--- src/rtl/pokey_audio_mixer.sv ---
// Four-channel POKEY volume mixer feeding a 1-bit PWM or first-order sigma-delta
// modulator; the mixed sample is re-latched once per 2^PERIOD_BITS-cycle period.
module pokey_audio_mixer #(
  parameter int PERIOD_BITS = 6
) (
  input  logic       clk179,
  input  logic       init_L,
  input  logic       audio1,
  input  logic       audio2,
  input  logic       audio3,
  input  logic       audio4,
  input  logic [3:0] vol1,
  input  logic [3:0] vol2,
  input  logic [3:0] vol3,
  input  logic [3:0] vol4,
  input  logic [3:0] chanEn,
  input  logic       mode,
  output logic       pwmOut,
  output logic [5:0] sample,
  output logic       sampleStrobe
);

  localparam int PW  = PERIOD_BITS;
  localparam int PW1 = PERIOD_BITS + 1;

  logic [3:0]    audio_r;
  logic [3:0]    en_r;
  logic [3:0]    vol_r [4];
  logic [5:0]    sum;
  logic [PW-1:0] p_cnt;
  logic [PW-1:0] p_cnt_next;
  logic [PW-1:0] acc;
  logic [PW-1:0] acc_base;
  logic [PW:0]   sd_sum;
  logic [5:0]    sample_next;
  logic          mode_l;
  logic          mode_next;
  logic          boundary;

  // NOTE: every variable gets a default before any conditional update, so no latch is inferred.
  always_comb begin
    sum = '0;
    for (int n = 0; n < 4; n++) begin
      if (audio_r[n] && en_r[n]) sum = sum + 6'(vol_r[n]);
    end
  end

  assign boundary = &p_cnt;

  // Outputs are computed from next-state values so pwmOut lines up with the pCnt it is shown in.
  always_comb begin
    p_cnt_next  = p_cnt + PW'(1);
    sample_next = boundary ? sum : sample;
    mode_next   = boundary ? mode : mode_l;
    // Entering sigma-delta restarts the accumulator from zero at the boundary.
    acc_base    = (boundary && mode && !mode_l) ? '0 : acc;
    sd_sum      = {1'b0, acc_base} + PW1'(sample_next);
  end

  // NOTE: sequential state uses non-blocking assignments so every flop samples pre-edge values.
  always_ff @(posedge clk179) begin
    if (!init_L) begin
      audio_r      <= '0;
      en_r         <= '0;
      for (int n = 0; n < 4; n++) vol_r[n] <= '0;
      p_cnt        <= '0;
      acc          <= '0;
      sample       <= '0;
      mode_l       <= 1'b0;
      pwmOut       <= 1'b0;
      sampleStrobe <= 1'b0;
    end else begin
      audio_r      <= {audio4, audio3, audio2, audio1};
      en_r         <= chanEn;
      vol_r[0]     <= vol1;
      vol_r[1]     <= vol2;
      vol_r[2]     <= vol3;
      vol_r[3]     <= vol4;
      p_cnt        <= p_cnt_next;
      sample       <= sample_next;
      mode_l       <= mode_next;
      sampleStrobe <= boundary;
      if (mode_next) begin
        acc    <= sd_sum[PW-1:0];
        pwmOut <= sd_sum[PW];
      end else begin
        acc    <= '0;
        pwmOut <= (p_cnt_next < PW'(sample_next));
      end
    end
  end

endmodule

--- config.mk ---
export PLATFORM = sky130hd
export DESIGN_NAME = pokey_audio_mixer
export DESIGN_NICKNAME = d
export VERILOG_FILES = /design/src/rtl/pokey_audio_mixer.sv
export SDC_FILE = /design/constraint.sdc
export NUM_CORES = 1
export LEC_CHECK = 0
export BUFFER_PORTS_ARGS = -buffer_cell sky130_fd_sc_hd__buf_2
export CAP_MARGIN = 5
export CORE_ASPECT_RATIO = 1.1
export CORE_MARGIN = 5
export CORE_UTILIZATION = 30
export DETAILED_ROUTE_END_ITERATION = 8
export GPL_ROUTABILITY_DRIVEN = 0
export HOLD_SLACK_MARGIN = 0.05
export PLACE_DENSITY = 0.48
export SKIP_CTS_REPAIR_TIMING = 1
export SLEW_MARGIN = 20
export SYNTH_ARGS = -nofsm -noshare
export SYNTH_HDL_FRONTEND = slang
export SYNTH_SLANG_ARGS = --single-unit
--- constraint.sdc ---
create_clock -name clk179 -period 7.6 [get_ports clk179]
set_input_delay 1.52 -clock clk179 [delete_from_list [all_inputs] [get_ports clk179]]
set_output_delay 1.52 -clock clk179 [all_outputs]
set_load 0.02 [all_outputs]
## Yosys cells after proc, flatten, opt, wreduce, memory -nomap -nowiden

Memories as Yosys holds them, arrays and structs flattened.
Index checks and enable logic that the tools add are counted.

| operators by class | value |
|---|---|
| muxes and demuxes | 14 |
| bitwise logic cells | 4 |
| magnitude comparators | 1 |
| shift operators | 0 |
| reductions and logical operators | 9 |
| equality and inequality tests | 0 |
| multipliers | 0 |
| add/sub/neg operators | 5 |
| divide/modulo/power cells | 0 |

Operators with widths:

| operator | count |
|---|---|
| $mux W6 | 5 |
| $mux W4 | 5 |
| $add A6 B4 Y6 | 3 |
| $add A6 B6 Y7 | 1 |
| $add A6 B1 Y6 const B | 1 |
| $logic_and A1 B1 Y1 | 6 |
| $lt A6 B6 Y1 | 1 |
| $reduce_and A6 Y1 | 1 |
| $mux W1 | 4 |
| $or A1 B1 Y1 | 4 |
| $reduce_and A2 Y1 | 1 |
| $logic_not A1 Y1 | 1 |

| storage, ports and cells | value |
|---|---|
| bits in latches | 0 |
| output and inout bits | 8 |
| flip-flop bits (word level) | 29 |
| memory bits (read-only) | 0 |
| logic and storage cells | 42 |
| bits in writable memories | 16 |
| bits of input ports | 27 |
| memories | 1 |

Memories:

| name | depth | width | rd ports | clocked after memory_dff | write ports | RTL line | RTL |
|---|---|---|---|---|---|---|---|
| vol_r | 4 | 4 | 4 | 0 | 4 | 28 | `logic [3:0] vol_r [4];` |

## Logic depth before layout (Yosys ltp)

Gate-level depths: netlist (run 1).

| logic depth | value |
|---|---|
| depth in word-level cells | 11 |
| depth in mapped cells | 25 |
| mapped depth without buffers | 25 |

## Least setup slack after synthesis (run 1)

OpenSTA, ideal clock, no wires.

| path | value |
|---|---|
| kind | flip-flop to flip-flop |
| from | reg audio_r[0] |
| to | reg pwmOut |
| stages on the path, launching flop included | 26 |
| data arrival time | 5.307 ns |
| data required time | 7.541 ns |
| clock period less this slack | 5.366 ns |
| buffers on the path | 0 |
| slack | 2.234 ns |
| library setup time | 0.059 ns |
| cell sequence | dfxtp_1 > nand3_1 > inv_1 > ha_1 > inv_1 > fa_1 > xor2_1 > o21a_1 > or2_2 > ha_1 > nand3_1 > a21boi_0 > o21ai_0 > a21o_1 > ha_1 > nand4_1 > o211ai_2 > a211oi_2 > or4_4 > a31o_1 > ha_1 > a21oi_1 > o21ai_0 > nor3b_1 > nor4b_1 > o31a_1 |

| on the way | value |
|---|---|
| cells in the longest elaborated chain, start to end | 11 |
| elaborated cells on any way between the ends | 12 |
| those cells by class | add/sub (4); order compare (1); mux (6); reduce/logical (1) |

Ends and longest elaborated chain:

| what | RTL line | RTL |
|---|---|---|
| from (decl) | 26 | `logic [3:0] audio_r;` |
| from (signal assigned) | 73 | `audio_r <= {audio4, audio3, audio2, audio1};` |
| $logic_and A1 B1 Y1 (*) | 44 | `if (audio_r[n] && en_r[n]) sum = sum + 6'(vol_r[n]);` |
| $mux W4 (*) | 44 |  |
| $add A6 B4 Y6 | 44 |  |
| $mux W6 (*) | 44 |  |
| $add A6 B4 Y6 | 44 |  |
| $mux W6 (*) | 44 |  |
| $add A6 B4 Y6 | 44 |  |
| $mux W6 (*) | 44 |  |
| $mux W6 (*) | 53 | `sample_next = boundary ? sum : sample;` |
| $add A6 B6 Y7 or $lt A6 B6 Y1 (tied branches) | 57, 88 |  |
| $mux W1 (*) | 83 | `if (mode_next) begin` |
| to (signal assigned) | 85 | `pwmOut <= sd_sum[PW];` |
| to (signal assigned) | 88 | `pwmOut <= (p_cnt_next < PW'(sample_next));` |
| to (decl) | 18 | `output logic pwmOut,` |

Every way passes the cells marked *; elsewhere a longest branch is shown, timed or not.
A chain may end at the register's enable or synchronous reset.

## Worst setup path in the final report (run 1)

| path | value |
|---|---|
| from | reg en_r[0] |
| to | reg pwmOut |

| on the way | value |
|---|---|
| cells in the longest elaborated chain, start to end | 11 |
| elaborated cells on any way between the ends | 12 |
| those cells by class | add/sub (4); order compare (1); mux (6); reduce/logical (1) |

Ends and longest elaborated chain:

| what | RTL line | RTL |
|---|---|---|
| from (decl) | 27 | `logic [3:0] en_r;` |
| from (signal assigned) | 74 | `en_r <= chanEn;` |
| $logic_and A1 B1 Y1 (*) | 44 |  |
| $mux W4 (*) | 44 |  |
| $add A6 B4 Y6 | 44 |  |
| $mux W6 (*) | 44 |  |
| $add A6 B4 Y6 | 44 |  |
| $mux W6 (*) | 44 |  |
| $add A6 B4 Y6 | 44 |  |
| $mux W6 (*) | 44 |  |
| $mux W6 (*) | 53 |  |
| $add A6 B6 Y7 or $lt A6 B6 Y1 (tied branches) | 57, 88 |  |
| $mux W1 (*) | 83 |  |

Marks and branches as above.

==> results of run 1 <==
[logic make-up (layout without fill, tap and decap cells)]
kind of cell	Yosys count	count (layout)	synth area share [%]
buffers and inverters	23	59	3.41
adders and majority gates	27	27	14.3
muxes	2	2	0.829
xor gates and xnor gates	11	11	3.76
and+or+nand+nor	121	121	27.8
DFF	45	45	35.1
AOI/OAI and AO/OA	55	55	14.7
[critical path: stages, from the launching register on]
cell      delay, ps
dfxtp_1         390
nand3_1         140
inv_1            80
ha_1            170
inv_1            60
fa_1            450
xor2_1          180
o21a_1          180
or2_2           290
ha_1            330
nand3_1         100
a21boi_0        320
o21ai_0         180
a21o_1          210
ha_1            340
nand4_1         120
o211ai_2        230
a211oi_2        100
or4_4           540
a31o_1          220
ha_1            280
a21oi_1         130
o21ai_0         120
nor3b_1         210
nor4b_1         270
o31a_1          150
[per-stage QoR]
step                      util [%]  power, W
after floorplan                  -  0.000283
after global placement        34.1  0.000298
after detailed placement      34.1  0.000298
after CTS                     35.7  0.000517
after global routing          35.7  0.000533
final                         35.7  0.000505
[power by group]
group | internal, W | switching [W] | leakage [nW]
sequential | 0.000245 | 0.00000614 | 0.370
combinational | 0.0000207 | 0.0000204 | 0.913
clock | 0.000131 | 0.0000829 | 0.0681
total | 0.000396 | 0.000109 | 1.35
[routing by layer]
layer,track usage (%),share of wire (%)
met5,0,0
met4,3.80,1.6
met3,2.47,3.6
met2,17.8,43
met1,15.9,52
[sequential cells by signal, indices dropped and copies added (netlist names)]
signal	count
sampleStrobe	1
sample	6
p_cnt	6
pwmOut	1
mode_l	1
audio_r	4
en_r	4
vol_r	16
acc	6
[cell usage after synthesis (all sizes together), types with 4 or more instances]
| master | n | area [µm²] |
|---|---|---|
| dfxtp | 45 | 901 |
| and2 | 35 | 220 |
| ha | 23 | 288 |
| inv | 17 | 63.8 |
| nor2 | 15 | 56.3 |
| nand3 | 13 | 70.1 |
| a21oi | 12 | 60.1 |
| nand2 | 11 | 43.8 |
| o21ai | 11 | 55.1 |
| and3 | 9 | 56.3 |
| nor2b | 9 | 56.3 |
| xnor2 | 8 | 70.1 |
| a31oi | 6 | 37.5 |
| nor3 | 6 | 30.0 |
| clkbuf | 5 | 18.8 |
| nand4 | 5 | 31.3 |
| a211oi | 4 | 40.0 |
| a21o | 4 | 30.0 |
| fa | 4 | 80.1 |
| nand2b | 4 | 25.0 |
[final timing paths]
path | slack (ps) | cells past startpoint | from | to
worst min-delay path | 490 | 1 | p_cnt[0] | p_cnt[0]
worst max register to register | 1740 | 25 | en_r[0] | pwmOut
worst max-delay path | 1740 | 25 | en_r[0] | pwmOut
worst min register to register | 490 | 1 | p_cnt[0] | p_cnt[0]
[cell type report]
cell class | count | area (µm²) | share of cell area [%]
Clock buffer | 5 | 68.8 | 2.31
Inverter | 17 | 63.8 | 2.14
Timing Repair Buffer | 34 | 170 | 5.70
Tap cell | 111 | 139 | 4.65
Multi-Input combinational cell | 216 | 1580 | 52.8
Sequential cell | 45 | 901 | 30.2
Clock inverter | 3 | 65.1 | 2.18
==> out/metrics.csv, run 1 <==
stage;metric;value;unit
outcome;run status;finished clean;
cells_and_area;final layout net count;373;
cells_and_area;leading cell type in the layout, fill and taps excluded;dfxtp_1;
detailed_routing;1st-iter DRT viols;81;
timing;ratio of final minimum period to clock period;77.1;%
detailed_routing;total length of routed wires;5.60;mm
clock_network;total CTS buffers;5;
die;standard-cell row count;35;
synth;flip-flop and latch count after synthesis;45;
timing;number of hold-slack violations in the final timing report;0;
detailed_routing;Routed WL per cell;13.0;µm
timing;Max Fclk;171;MHz
cells_and_area;Filler cells;889;
cells_and_area;Layout Cells excl Fill;431;
synth;synthesized netlist net count;338;
clock_network;Clk pin slew, worst setup/hold paths;90;ps
timing;WHS;491;ps
critical_path;crit-path max FO;5;
detailed_routing;DR vias/cell;4.76;
die;die extent in x;98.2;µm
synth;number of distinct library cell variants in the gate-level netlist after synthesis;52;
detailed_routing;routed via count;2050;
timing;setup ws final;1740;ps
timing;Setup Total Neg Slack;0;ps
clock_network;insertion delay to the later sink of the worst-skew pair;290;ps
grt;largest net degree at the start of global routing;42;
critical_path;required time of the critical path;7840;ps
synth;Mapped Cells;284;
power_and_ir_drop;worst voltage drop across the vdd grid;77.4;µV
power_and_ir_drop;total leakage power;1.35;nW
synth;yosys warns;0;
synth;number of enable-type register cells in the synthesized netlist;0;
timing;final setup skew;5.21;ps
critical_path;type of element launching the critical path;register;
hold_path;hold crit path type;register to register;
detailed_routing;antenna-violating nets left;0;
clock_network;H-Tree Depth;2;
cells_and_area;number of antenna diodes;0;
detailed_routing;first drt pass iteration count;4;
clock_network;Clock Sinks;45;
die;Die Footprint;10500;µm²
placement;detailed placement HPWL;4.46;mm
clock_network;Clk Tree Root Cell;clkbuf_8;
critical_path;CP arrival;6100;ps
timing;setup violation total in the final timing report;0;
critical_path;category of the critical setup timing path;register to register;
critical_path;nature of the critical path endpoint;register;
clock_network;TritonCTS clock tree;done;
timing;worst slew slack as a fraction of its limit;42.2;%
run;number of max-cap violations;0;
cells_and_area;most used cells in the layout excluding fill and tap cells;45 x dfxtp_1, 34 x and2_1, 34 x buf_2;
detailed_routing;final routed DRC violation total;0;
synth;part of the Yosys area used for sequential elements;35.1;%
synth;Top FF cell, synth;dfxtp_1;
cells_and_area;Finished Cell Area;2980;µm²
grt;grt total ovfl;0;
placement;count of placed standard cells including taps;423;
grt;antenna violations before repair;0;
die;Std-Cell Core Area;8360;µm²
grt;gr usage total;11.5;%
placement;Setup Slack @ Placement;1720;ps
synth;mapped cell area;2560;µm²
grt;first-pass GRT wire length;9.67;mm
die;number of primary I/O pins;35;
cells_and_area;share of final-layout standard cells stronger than drive strength 1;17.2;%
timing;number of pins exceeding their max-slew limit in the final report;0;
cells_and_area;post-synthesis to final-layout area growth;16.3;%
timing;Worst Tran Pin Value;865;ps
die;effective utilization at floorplan;30.7;%
power_and_ir_drop;power density cells;169;nW/µm²
clock_network;Max Root-Sink Buffers;2;
placement;Placement Cell Area;2850;µm²
die;vertical die dimension;107;µm
timing;setup repair after global routing missed its margin;false;
placement;I/O Buffers;34;
synth;mean cell area of the mapped netlist;9.03;µm²
grt;vias in the first global route;2015;
synth;fraction of synthesis flops using an asynchronous set or reset pin;0;%
timing;minimum clock period after layout;5860;ps
(Power assumes the default switching activity.)
==> run 2: changes to the inputs <==
Settings changed: PLACE_DENSITY 0.48 to 0.5.
Clock period 7.6 ns to 5.1 ns, I/O delays scaled along.
==> run 2 against run 1 <==
  * The run now ends with negative setup slack left
  * Clock-buffer cell count increased by 1
  * Setup slack got worse by 1800 ps
  * Critical path depth unchanged
  * Worst hold slack improved by 8.8 ps
  * Clock skew decreased by 0.77 ps
  * Via count increased by 3.3%
  * Register-to-register slack got worse by 1800 ps
  * Largest cell class unchanged
==> out/metrics.csv, run 2 (synthesized netlist as in run 1, its figures left out) <==
stage;metric;value;unit;change
detailed_routing;final routed DRC violation total;0;;unchanged
cells_and_area;post-synthesis to final-layout area growth;25.8;%;
clock_network;Clk Tree Root Cell;clkbuf_8;;
critical_path;CP delay by family, top;compound AO/OA/AOI/OAI gates;;
timing;setup repair after global routing missed its margin;true;;
outcome;run status;finished with violations;;
power_and_ir_drop;total leakage power;1.44;nW;+6.6%
run;number of max-cap violations;0;;unchanged
critical_path;category of the critical setup timing path;register to register;;
grt;first-pass GRT wire length;10.4;mm;+7.6%
detailed_routing;antenna-violating nets left;0;;unchanged
cells_and_area;flip-flop count of the largest register after layout;16;;unchanged
critical_path;nature of the critical path endpoint;register;;
critical_path;crit-path max FO;5;;unchanged
grt;largest net degree at the start of global routing;42;;unchanged
clock_network;H-Tree Depth;2;;unchanged
power_and_ir_drop;Switching Share;23.8;%;+2.1 points
detailed_routing;Routed WL per cell;13.6;µm;+4.9%
detailed_routing;1st-iter DRT viols;48;;-41%
grt;global routing usage on met2;21.4;%;+3.6 points
critical_path;CP arrival;5340;ps;-760 ps
grt;GRT met3 Usage;2.02;%;-0.46 points
clock_network;insertion delay to the later sink of the worst-skew pair;300;ps;about the same
die;effective utilization at floorplan;30.7;%;unchanged
die;Die Footprint;10500;µm²;unchanged
clock_network;total CTS buffers;5;;unchanged
power_and_ir_drop;internal power consumption;0.000562;W;+42%
critical_path;standard cell with the maximum stage delay on the critical path;or4_4;;
outcome;violated checks;negative setup slack;;
detailed_routing;first drt pass iteration count;4;;unchanged
grt;grt total ovfl;0;;unchanged
critical_path;number of buffers and inverters on the critical path;3;;+1
hold_path;hold crit path type;register to register;;
timing;setup ws final;-37.6;ps;-1780 ps
critical_path;Most common cell on crit path;ha_4;;
timing;worst slew slack as a fraction of its limit;61.6;%;+19 points
critical_path;type of element launching the critical path;register;;
grt;vias in the first global route;2205;;+9.4%
grt;gr usage total;12.3;%;+0.85 points
cells_and_area;area of combinational cells with multiple inputs;1680;µm²;+6.5%
timing;ratio of final minimum period to clock period;101;%;+24 points
cells_and_area;Filler cells;873;;-1.8%
die;Std-Cell Core Area;8360;µm²;unchanged
timing;minimum clock period after layout;5140;ps;-719 ps
clock_network;Clk pin slew, worst setup/hold paths;90;ps;about the same
grt;global routing usage on met1;15.6;%;-0.35 points
cells_and_area;number of antenna diodes;0;;unchanged
grt;antenna violations before repair;0;;unchanged
die;vertical die dimension;107;µm;unchanged
critical_path;required time of the critical path;5300;ps;-2540 ps
detailed_routing;DR vias/cell;4.69;;-1.3%
timing;Max Fclk;195;MHz;+14%
timing;Worst Tran Pin Value;572;ps;-293 ps
timing;number of pins exceeding their max-slew limit in the final report;0;;unchanged
power_and_ir_drop;sum of internal, switching and leakage power;0.000737;W;+46%
cells_and_area;most used cells in the layout excluding fill and tap cells;43 x dfxtp_1, 34 x and2_1, 34 x buf_2;;
critical_path;Crit Reg-Reg Startpoint;audio_r[0];;
timing;number of hold-slack violations in the final timing report;0;;unchanged
clock_network;Max Root-Sink Buffers;2;;unchanged
detailed_routing;total length of routed wires;6.15;mm;+9.8%
power_and_ir_drop;worst voltage drop across the vdd grid;99.6;µV;+29%
cells_and_area;share of final-layout standard cells stronger than drive strength 1;27.6;%;+10 points
clock_network;TritonCTS clock tree;done;;
placement;Setup Slack @ Placement;-219;ps;-1940 ps
placement;detailed placement HPWL;4.76;mm;+6.6%
grt;most congested layer reported by global routing;met2;;
power_and_ir_drop;sequential fraction of design power;50.8;%;+1.2 points
power_and_ir_drop;power density cells;229;nW/µm²;+35%
cells_and_area;final layout net count;393;;+5.4%
critical_path;worst setup path startpoint;audio_r[0];;
power_and_ir_drop;net load switching power;0.000175;W;+60%
hold_path;hold path startpoint;sample[4];;
cells_and_area;FF/Latch Area;903;µm²;+0.28%
detailed_routing;routed via count;2117;;+3.3%
critical_path;biggest cell delay along the critical path;440;ps;-100 ps
die;die extent in x;98.2;µm;unchanged
timing;final setup skew;4.44;ps;-0.771 ps
cells_and_area;leading cell type in the layout, fill and taps excluded;dfxtp_1;;
cells_and_area;post-route core utilization;38.6;%;+2.9 points
placement;I/O Buffers;34;;unchanged
clock_network;Clock Sinks;45;;unchanged
die;number of primary I/O pins;35;;unchanged
power_and_ir_drop;Gate power share;9.8;%;+1.7 points
power_and_ir_drop;portion of total power attributed to the clock network;39.4;%;-2.8 points
timing;setup violation total in the final timing report;1;;+1
cells_and_area;most flop-heavy register;vol_r;;
die;standard-cell row count;35;;unchanged
==> run 2: through the flow <==
stage | instance area [µm²] | hold WS [ps] | std cells | setup TNS, ps
after detailed placement | 3030 | 486 | 441 | -228
after global placement | 3030 | 479 | 441 | -43.5
final | 3230 | 500 | 451 | -37.6
after CTS | 3150 | 500 | 449 | -271
after global routing | 3230 | 539 | 451 | -452
after floorplan | 2610 | 444 | 284 | 0
==> run 2: cell type report <==
class	count	area share, %
clock inverter	2	1.16
inverter	17	1.98
tap	111	4.31
sequential	45	28.0
clock buffer	6	2.56
timing repair buffer	54	9.93
multi-input combinational	216	52.1
==> run 2: worst reg2reg max path: stages (launching register included) <==
cell and delay [ps]:
dfxtp_2 340, buf_4 110, and3_4 190, inv_1 70, fa_2 360, xor2_1 160, o21a_1 200, or2_4 240
ha_4 290, nand3_1 110, a21boi_2 180, o21ai_2 80, a21o_1 220, ha_4 290, nand4_1 110, o211ai_2 210
buf_4 150, nor2_1 30, or4_4 440, a31o_1 250, ha_4 270, nand2_1 70, o21ai_2 170, nor3b_2 60
nor4b_2 150, o31a_1 290
==> run 2: final timing paths <==
path                             endpoint  slack, ps  cells after the start
worst min-delay path            sample[4]        500                      2
worst max-delay path               pwmOut        -40                     25
worst max register to register     pwmOut        -40                     25
worst min register to register  sample[4]        500                      2
==> run 2: power by group through the flow <==
stage                     clock (W)  sequential, W  combinational (W)
after detailed placement          0       0.000382          0.0000715
after global placement            0       0.000383          0.0000703
after floorplan                   0       0.000381          0.0000437
after global routing       0.000314       0.000376          0.0000848
after CTS                  0.000303       0.000374          0.0000719
final                      0.000290       0.000374          0.0000725
==> run 2: routing by layer <==
| layer | up-vias | routed length, µm |
|---|---|---|
| met1 | 971 | 2960 |
| met4 | 0 | 131 |
| met3 | 11 | 109 |
| met2 | 20 | 2940 |
| li1 | 1115 | - |
| met5 | - | 0 |
==> run 3: changes to the inputs <==
Settings changed: GPL_TIMING_DRIVEN from default to 0, PLACE_DENSITY 0.5 to 0.56, REMOVE_ABC_BUFFERS from default to 1.
==> run 3 against run 2 <==
  * The flow still finishes with violations (negative setup slack)
  * Worst hold slack lost 2.6 ps
  * Maximum frequency shrank 2.3%
  * Wire length shrank 7.8%
  * Power shrank 2.7%
  * Via count is essentially flat
  * Clock-buffer cell count is the same
  * Sequential power is essentially flat
  * Utilization shrank 0.37 points
  * Setup slack lost 120 ps
  * Critical path depth is the same
  * Sequential cell count is the same
  * Critical endpoint unchanged
==> out/metrics.csv, run 3 (synthesized netlist as in run 1, its figures left out) <==
stage;metric;value;unit;change
die;standard-cell row count;35;;unchanged
clock_network;H-Tree Depth;2;;unchanged
grt;antenna violations before repair;0;;unchanged
timing;Max Fclk;190;MHz;-2.3%
power_and_ir_drop;Switching Share;23.3;%;-0.41 points
clock_network;TritonCTS clock tree;done;;
critical_path;Most common cell on crit path;ha_4;;
power_and_ir_drop;total leakage power;1.39;nW;-3.7%
timing;setup ws final;-157;ps;-120 ps
detailed_routing;1st-iter DRT viols;62;;+29%
detailed_routing;routed via count;2116;;-0.047%
critical_path;category of the critical setup timing path;register to register;;
timing;minimum clock period after layout;5260;ps;+120 ps
power_and_ir_drop;Gate power share;10.2;%;+0.4 points
grt;gr usage total;10.5;%;-1.8 points
hold_path;hold crit path type;register to register;;
timing;number of hold-slack violations in the final timing report;0;;unchanged
die;Die Footprint;10500;µm²;unchanged
grt;vias in the first global route;2003;;-9.2%
cells_and_area;Filler cells;852;;-2.4%
timing;worst slew slack as a fraction of its limit;47.7;%;-14 points
placement;detailed placement HPWL;4.15;mm;-13%
die;vertical die dimension;107;µm;unchanged
run;number of max-cap violations;0;;unchanged
die;Std-Cell Core Area;8360;µm²;unchanged
critical_path;crit-path max FO;4;;-1
power_and_ir_drop;net load switching power;0.000167;W;-4.4%
grt;first-pass GRT wire length;8.98;mm;-14%
timing;Setup Total Neg Slack;-157;ps;-120 ps
clock_network;Max Root-Sink Buffers;2;;unchanged
timing;setup violation total in the final timing report;1;;unchanged
cells_and_area;flip-flop count of the largest register after layout;16;;unchanged
cells_and_area;number of antenna diodes;0;;unchanged
timing;ratio of final minimum period to clock period;103;%;+2.3 points
power_and_ir_drop;worst voltage drop across the vdd grid;128;µV;+29%
placement;I/O Buffers;34;;unchanged
critical_path;biggest cell delay along the critical path;500;ps;+60 ps
clock_network;Clk Tree Root Cell;clkbuf_8;;
grt;largest net degree at the start of global routing;42;;unchanged
detailed_routing;antenna-violating nets left;0;;unchanged
critical_path;required time of the critical path;5300;ps;about the same
cells_and_area;most flop-heavy register;vol_r;;
grt;global routing usage on met1;12.9;%;-2.7 points
power_and_ir_drop;power density cells;225;nW/µm²;-1.7%
grt;GRT met3 Usage;2.54;%;+0.52 points
critical_path;number of buffers and inverters on the critical path;2;;-1
clock_network;Clock Sinks;45;;unchanged
detailed_routing;Routed WL per cell;12.9;µm;-5.7%
clock_network;total CTS buffers;5;;unchanged
power_and_ir_drop;internal power consumption;0.000550;W;-2.2%
power_and_ir_drop;portion of total power attributed to the clock network;37.7;%;-1.7 points
die;effective utilization at floorplan;30.7;%;unchanged
grt;most congested layer reported by global routing;met2;;
grt;global routing usage on met2;18.4;%;-3.0 points
critical_path;CP arrival;5460;ps;+120 ps
clock_network;Clk pin slew, worst setup/hold paths;90;ps;about the same
detailed_routing;final routed DRC violation total;0;;unchanged
detailed_routing;DR vias/cell;4.80;;+2.2%
timing;number of pins exceeding their max-slew limit in the final report;0;;unchanged
die;die extent in x;98.2;µm;unchanged
die;number of primary I/O pins;35;;unchanged
timing;Worst Tran Pin Value;782;ps;+210 ps
placement;Setup Slack @ Placement;-914;ps;-695 ps
cells_and_area;share of final-layout standard cells stronger than drive strength 1;27.0;%;-0.68 points
detailed_routing;total length of routed wires;5.67;mm;-7.8%
critical_path;nature of the critical path endpoint;register;;
timing;final setup skew;13.2;ps;+8.77 ps
cells_and_area;leading cell type in the layout, fill and taps excluded;dfxtp_1;;
timing;WHS;497;ps;-2.63 ps
critical_path;standard cell with the maximum stage delay on the critical path;or4_4;;
cells_and_area;Finished Cell Area;3190;µm²;-0.97%
cells_and_area;final layout net count;383;;-2.5%
critical_path;type of element launching the critical path;register;;
critical_path;CP delay by family, top;compound AO/OA/AOI/OAI gates;;
grt;grt total ovfl;0;;unchanged
placement;Placement Cell Area;2850;µm²;-6.0%
cells_and_area;post-synthesis to final-layout area growth;24.5;%;
detailed_routing;first drt pass iteration count;4;;unchanged
outcome;run status;finished with violations;;
power_and_ir_drop;sequential fraction of design power;52.1;%;+1.3 points
clock_network;insertion delay to the later sink of the worst-skew pair;300;ps;about the same
timing;setup repair after global routing missed its margin;true;;
cells_and_area;most used cells in the layout excluding fill and tap cells;42 x dfxtp_1, 34 x and2_1, 34 x buf_2;;
outcome;violated checks;negative setup slack;;
[run 3: cell count changes in the layout (fill, tap and decap cells not counted), sizes merged]
| cell | delta |
|---|---|
| buf | -10 |
| clkinv | +1 |
| clkinvlp | -1 |
[run 3: worst reg2reg max path, delay by kind of cell, from the launching register on]
family | cells | cell delay [ps]
buffers and inverters | 2 | 100
xor gates and xnor gates | 1 | 160
adders and majority gates | 5 | 1400
DFF | 1 | 370
AOI/OAI and AO/OA | 9 | 1740
and+or+nand+nor | 8 | 1380
[run 3: power by group through the flow]
stage               combinational (W)  sequential [W]  clock [W]
floorplan                   0.0000390        0.000381          0
global placement            0.0000610        0.000381          0
detailed placement          0.0000621        0.000381          0
CTS                         0.0000624        0.000373   0.000278
global route                0.0000838        0.000376   0.000290
finish                      0.0000735        0.000374   0.000270
[run 3: worst paths after layout]
check / from / endpoint / slack, ps / cells after the start
worst min-delay path: sample[4] / sample[4] / 500 / 2
worst min register to register: sample[4] / sample[4] / 500 / 2
worst max register to register: en_r[0] / pwmOut / -160 / 25
worst max-delay path: en_r[0] / pwmOut / -160 / 25
[run 3: cell type report]
type                       count  area, µm²  area share [%]
multi-input combinational    216       1730            54.0
sequential                    45        910            28.5
timing repair buffer          44        245            7.68
tap                          111        139            4.35
clock buffer                   6       72.6            2.27
inverter                      17       63.8            2.00
clock inverter                 2       38.8            1.21
[run 3: metrics by stage]
step / util [%] / power (W) / instances
2_1_floorplan: - / 0.000420 / 278
3_3_place_gp: 34.1 / 0.000442 / 423
3_5_place_dp: 34.1 / 0.000443 / 423
4_1_cts: 35.4 / 0.000713 / 431
5_1_grt: 38.2 / 0.000750 / 441
6_report: 38.2 / 0.000717 / 441
[run 3: per-layer routing]
layer  share of wire, %  wire length, µm  vias to the layer above
met1                 45             2560                      977
met3                3.7              212                        9
li1                   -                -                     1092
met4                1.4               81                        0
met5                  0                0                        -
met2                 50             2810                       38
